## src/rtl/key_expansion.sv

```systemverilog
// key_expansion: sequential AES key-schedule generator.
//
// Expands an Nk-word cipher key into the full 4*(Nr+1)-word schedule, one
// word per clock, and presents it as a flat bus for the Cipher stage.
//
// Ports:
//   clks    - clock, rising edge
//   reset   - synchronous, active-high, highest priority
//   start   - single-cycle request to expand key_in (ignored while busy)
//   key_in  - cipher key, word j at key_in[32j +: 32]
//   busy    - expansion in progress
//   done    - keys holds a complete schedule (level)
//   keys    - expanded schedule, word w[i] at keys[32i +: 32],
//             round key r at keys[128r +: 128]
module key_expansion #(
  parameter int Nk = 4,
  parameter int Nr = Nk + 6
) (
  input  logic                     clks,
  input  logic                     reset,
  input  logic                     start,
  input  logic [Nk*32-1:0]         key_in,
  output logic                     busy,
  output logic                     done,
  output logic [128*(Nr+1)-1:0]    keys
);

  localparam int NW = 4 * (Nr + 1);
  localparam int IW = $clog2(NW);
  localparam int PW = $clog2(Nk);

  localparam logic [7:0] SBOX [256] = '{
    8'h63, 8'h7c, 8'h77, 8'h7b, 8'hf2, 8'h6b, 8'h6f, 8'hc5, 8'h30, 8'h01, 8'h67, 8'h2b, 8'hfe, 8'hd7, 8'hab, 8'h76,
    8'hca, 8'h82, 8'hc9, 8'h7d, 8'hfa, 8'h59, 8'h47, 8'hf0, 8'had, 8'hd4, 8'ha2, 8'haf, 8'h9c, 8'ha4, 8'h72, 8'hc0,
    8'hb7, 8'hfd, 8'h93, 8'h26, 8'h36, 8'h3f, 8'hf7, 8'hcc, 8'h34, 8'ha5, 8'he5, 8'hf1, 8'h71, 8'hd8, 8'h31, 8'h15,
    8'h04, 8'hc7, 8'h23, 8'hc3, 8'h18, 8'h96, 8'h05, 8'h9a, 8'h07, 8'h12, 8'h80, 8'he2, 8'heb, 8'h27, 8'hb2, 8'h75,
    8'h09, 8'h83, 8'h2c, 8'h1a, 8'h1b, 8'h6e, 8'h5a, 8'ha0, 8'h52, 8'h3b, 8'hd6, 8'hb3, 8'h29, 8'he3, 8'h2f, 8'h84,
    8'h53, 8'hd1, 8'h00, 8'hed, 8'h20, 8'hfc, 8'hb1, 8'h5b, 8'h6a, 8'hcb, 8'hbe, 8'h39, 8'h4a, 8'h4c, 8'h58, 8'hcf,
    8'hd0, 8'hef, 8'haa, 8'hfb, 8'h43, 8'h4d, 8'h33, 8'h85, 8'h45, 8'hf9, 8'h02, 8'h7f, 8'h50, 8'h3c, 8'h9f, 8'ha8,
    8'h51, 8'ha3, 8'h40, 8'h8f, 8'h92, 8'h9d, 8'h38, 8'hf5, 8'hbc, 8'hb6, 8'hda, 8'h21, 8'h10, 8'hff, 8'hf3, 8'hd2,
    8'hcd, 8'h0c, 8'h13, 8'hec, 8'h5f, 8'h97, 8'h44, 8'h17, 8'hc4, 8'ha7, 8'h7e, 8'h3d, 8'h64, 8'h5d, 8'h19, 8'h73,
    8'h60, 8'h81, 8'h4f, 8'hdc, 8'h22, 8'h2a, 8'h90, 8'h88, 8'h46, 8'hee, 8'hb8, 8'h14, 8'hde, 8'h5e, 8'h0b, 8'hdb,
    8'he0, 8'h32, 8'h3a, 8'h0a, 8'h49, 8'h06, 8'h24, 8'h5c, 8'hc2, 8'hd3, 8'hac, 8'h62, 8'h91, 8'h95, 8'he4, 8'h79,
    8'he7, 8'hc8, 8'h37, 8'h6d, 8'h8d, 8'hd5, 8'h4e, 8'ha9, 8'h6c, 8'h56, 8'hf4, 8'hea, 8'h65, 8'h7a, 8'hae, 8'h08,
    8'hba, 8'h78, 8'h25, 8'h2e, 8'h1c, 8'ha6, 8'hb4, 8'hc6, 8'he8, 8'hdd, 8'h74, 8'h1f, 8'h4b, 8'hbd, 8'h8b, 8'h8a,
    8'h70, 8'h3e, 8'hb5, 8'h66, 8'h48, 8'h03, 8'hf6, 8'h0e, 8'h61, 8'h35, 8'h57, 8'hb9, 8'h86, 8'hc1, 8'h1d, 8'h9e,
    8'he1, 8'hf8, 8'h98, 8'h11, 8'h69, 8'hd9, 8'h8e, 8'h94, 8'h9b, 8'h1e, 8'h87, 8'he9, 8'hce, 8'h55, 8'h28, 8'hdf,
    8'h8c, 8'ha1, 8'h89, 8'h0d, 8'hbf, 8'he6, 8'h42, 8'h68, 8'h41, 8'h99, 8'h2d, 8'h0f, 8'hb0, 8'h54, 8'hbb, 8'h16
  };

  typedef enum logic [1:0] {IDLE, EXPAND, DONE} state_t;

  state_t          state;
  logic [IW-1:0]   i;
  logic [PW-1:0]   phase;   // tracks i mod Nk without a divider
  logic [7:0]      rcon;
  logic [31:0]     w [NW];
  logic [31:0]     temp;
  logic [31:0]     w_new;

  function automatic logic [31:0] sub_word(input logic [31:0] x);
    return {SBOX[x[31:24]], SBOX[x[23:16]], SBOX[x[15:8]], SBOX[x[7:0]]};
  endfunction

  function automatic logic [7:0] xtime(input logic [7:0] b);
    return {b[6:0], 1'b0} ^ (b[7] ? 8'h1b : 8'h00);
  endfunction

  // Next schedule word from w[i-1] and w[i-Nk].
  always_comb begin
    temp = w[i - IW'(1)];
    if (phase == '0) begin
      temp = sub_word({temp[23:0], temp[31:24]}) ^ {rcon, 24'h0};
    end else if (Nk == 8 && phase == PW'(4)) begin
      temp = sub_word(temp);
    end
    w_new = w[i - IW'(Nk)] ^ temp;
  end

  always_ff @(posedge clks) begin
    if (reset) begin
      state <= IDLE;
      busy  <= 1'b0;
      done  <= 1'b0;
      i     <= '0;
      phase <= '0;
      rcon  <= 8'h01;
      w     <= '{default: '0};
    end else begin
      case (state)
        IDLE, DONE: begin
          if (start) begin
            for (int unsigned k = 0; k < NW; k++) begin
              if (k < Nk) w[IW'(k)] <= key_in[32*k +: 32];
              else        w[IW'(k)] <= '0;
            end
            i     <= IW'(Nk);
            phase <= '0;
            rcon  <= 8'h01;
            busy  <= 1'b1;
            done  <= 1'b0;
            state <= EXPAND;
          end
        end
        EXPAND: begin
          w[i] <= w_new;
          if (phase == '0) rcon <= xtime(rcon);
          phase <= (phase == PW'(Nk - 1)) ? '0 : phase + PW'(1);
          i     <= i + IW'(1);
          if (i == IW'(NW - 1)) begin
            busy  <= 1'b0;
            done  <= 1'b1;
            state <= DONE;
          end
        end
        default: state <= IDLE;
      endcase
    end
  end

  always_comb begin
    keys = '0;
    for (int unsigned k = 0; k < NW; k++) keys[32*k +: 32] = w[IW'(k)];
  end

endmodule
```

## config.mk

```make
export PLATFORM = sky130hd
export DESIGN_NAME = key_expansion
export DESIGN_NICKNAME = d
export VERILOG_FILES = /design/src/rtl/key_expansion.sv
export SDC_FILE = /design/constraint.sdc
export NUM_CORES = 2
export LEC_CHECK = 0
export ABC_AREA = 0
export CORE_AREA = 2 2 594 596
export DETAILED_ROUTE_END_ITERATION = 8
export DIE_AREA = 0 0 596 598
export HOLD_SLACK_MARGIN = 0.12
export SYNTH_ARGS = -nofsm -noshare
export SYNTH_HDL_FRONTEND = slang
export SYNTH_SLANG_ARGS = --single-unit
```

## constraint.sdc

```tcl
create_clock -name clks -period 11.2 [get_ports clks]
set_input_delay 2.24 -clock clks [delete_from_list [all_inputs] [get_ports clks]]
set_output_delay 2.24 -clock clks [all_outputs]
set_load 0.05 [all_outputs]
```

==> run metrics <==
vias in the first global route 91962; Fin. Hold Viols 0; Layout area overhead 33.8%; reg-to-reg setup timing slack 1680 ps; prevailing post-synth register cell dfxtp_1; clk_lat worst skew 960 ps; crit-path max FO 48; Critical Path RT 11920 ps; most frequent cell on the critical path o21ai_0; Leak 0.0368 uW; Final Max Tran Viols 29; Area contributors post-synth dfxtp_1 35%, mux4_2 11%, o21ai_0 7.3%; worst-path cell chain inv_8, ha_4, buf_4, mux4_2, mux2i_1, o21ai_0, mux2i_1, o22ai_2, clkinv_1, ha_1, o21ai_0, a21oi_1, a311oi_1, o21ai_0, o2111a_1, a211oi_1, buf_4, xnor2_2, buf_4, o21ai_0; routed wl met2 296 mm; first-pass iteration count of the detailed router 9; Worst Hold Launch done; Core ar. 351000 um^2; number of flops mapped to enable cells by yosys 0; post-route total power 17000 uW; WHS Endpoint done; Synth cell types 111; Commonest cells post-synth 1529 x nand2_1, 1428 x dfxtp_1, 1201 x o21ai_0; crit path time final 9520 ps; Mapped Avg Cell Area 8.60 um^2; worst path bufs/invs 5; Final #Nets 10891; clk slew on worst S/H paths 60 ps; DR WL/cell 49.8 um; critical path startpoint category flop; Root Driver clkbuf_16; Synth top area share 34.6%; RSZ-0062 raised after global routing false; Pwr Density 154 nW/um^2; cell depth of the worst min-delay path 2; max_slew headroom -16.0%; final WL 771 mm; Total Routing Usage GR 41.2%; boundary pin count 1541; Seq cells post-synth 1428; Die Ht 598 um; fraction of layout cells with a size suffix above 1 14.3%; initial DRC count 19915; DRC errors left 0; Post-synth ARST share 0%; critical path class reg -> reg; # placed instances 15143; row count 218; Period Utilization, post-route 85.0%; yosys warns 0; Post-Syn Nets 9786; Crit path max-delay family compound AO/OA/AOI/OAI gates; R2R Path End keys[131]; slowest CP cell ha_4; setup TNS 0 ps; initial antenna violation count 94; final setup violating endpoints 0; Hold WC Path Type reg -> reg; outcome finished with violations; H-tree levels 4; Worst-Margin Slew 1720 ps; worst vdd ir 0.142 mV; failing checks capacitance limit, slew limit; initial core utilization 23.5%; crit path DAT 10240 ps; largest net degree at the start of global routing 161; TritonCTS clock tree built; crit path capture type flop; Setup Fix Bufs, Post-CTS 0; gr ovfl total 0; DIE WIDTH 596 um; dpl hpwl 574 mm; PostCTS Resize Cnt 0; FILL cells 37056; Seq/Total Area, Yosys 34.6%; clk_skew 122 ps; routed via count 102376; synthesized area 82500 um^2; Max Used Layer met5; highest clock rate 105 MHz; max-cap violation count 4; R2R depth 20; Metal-1 WL 272 mm; count leader, synth nand2_1; post-synth top area cell dfxtp_1; Final GP Congestion 1.10; hold_ws 468 ps; Via density 6.60; Max clock buf depth 4; TritonCTS buffer count 172; CP peak stage delay 1030 ps; worst reg2reg startpoint i[0]; first-pass GRT wire length 983 mm; IO Port Bufs 1540; Die Area 356000 um^2; TritonCTS Sinks 1428; Post-Layout Cell Count 15501; Antenna Violating Nets Remaining 0; Synth Instances 9592; post-cts hold buffer count 0; met3 wire len 128 mm
## worst max-delay path by stage
stage	depth (start not counted)	start	slack, ps	to
4_1_cts	18	i[0]	1890	keys[1113]
5_1_grt	18	i[0]	1660	keys[1178]
2_1_floorplan	37	i[0]	3230	keys[115]
6_report	20	i[0]	1680	keys[131]
3_5_place_dp	18	i[0]	1930	keys[1113]
3_3_place_gp	18	i[0]	1830	keys[505]
## kinds of logic (layout without fill, tap and decap cells)
group,after synthesis,after routing,synth area share [%]
fa+ha+maj,63,63,0.955
compound gates,3507,3507,28.4
buf+inv,1104,2339,6.04
simple gates,2685,2685,14.1
xor+xnor,44,44,0.508
flops,1428,1428,34.6
mux,761,761,15.3
other cells,0,54,0
## per-layer routing
layer / track usage, % / vias up
li1: - / 38568
met1: 47.5 / 50641
met2: 56.0 / 10414
met3: 23.0 / 2701
met4: 31.1 / 52
met5: 0.909 / -
## sequential cells by signal, summed over array words and instances, names as in the netlist
signal,flops
phase,2
i,6
done,1
keys,1408
state,2
rcon,8
busy,1
## tightest hold or removal path: cells and delay by family (launching register included)
kind	cells	cell delay [ps]
and+or+nand+nor	1	50
DFF	1	310
AOI/OAI and AO/OA	1	50
## where the power goes
group          switching (uW)  internal (uW)  total (uW)  leakage [uW]
logic                    4400           1140        5540        0.0223
clock network            2610           3620        6220       0.00296
registers                 109           5120        5230        0.0115
total                    7120           9880       17000        0.0368
## placed cells by master, fill, tap and decap left out, types with 45 or more instances in the layout
master / synthesis / final
clkdlybuf4s50_1: 0 / 1516
nand2_1: 1529 / 1489
dfxtp_1: 1428 / 1425
o21ai_0: 1201 / 1194
a21oi_1: 531 / 487
a22o_1: 464 / 463
buf_4: 41 / 450
mux4_2: 395 / 395
nor2_1: 394 / 371
mux2i_1: 284 / 284
nand3_1: 216 / 216
a221oi_1: 183 / 183
clkbuf_16: 0 / 173
a22oi_1: 161 / 158
and3_1: 143 / 143
nor3_1: 172 / 121
o22ai_1: 116 / 116
o211ai_1: 105 / 105
a31oi_1: 85 / 85
mux2_2: 82 / 82
a211oi_1: 77 / 74
ha_1: 63 / 60
diode_2: 0 / 54
nor3_2: 3 / 52
o2bb2ai_1: 46 / 46
a21oi_4: 0 / 45
## stage by stage
| stage | utilization, % | area [um^2] | worst slack, ps |
|---|---|---|---|
| after global placement | 29.7 | 104000 | 1830 |
| after floorplan | - | 82500 | 3230 |
| after detailed placement | 29.7 | 104000 | 1930 |
| after global routing | 31.4 | 110000 | 1660 |
| final | 31.5 | 110000 | 1680 |
| after CTS | 31.4 | 110000 | 1890 |
## cell type report
| class | count | area [um^2] | area share (%) |
|---|---|---|---|
| antenna | 54 | 135 | 0.122 |
| clock buffer | 227 | 4900 | 4.44 |
| clock inverter | 77 | 1100 | 0.997 |
| inverter | 42 | 173 | 0.156 |
| multi-input combinational | 7060 | 50600 | 45.8 |
| sequential | 1428 | 28600 | 25.9 |
| tap | 4620 | 5780 | 5.24 |
| timing repair buffer | 1993 | 19100 | 17.3 |
Power figures use the tool's default switching activity.
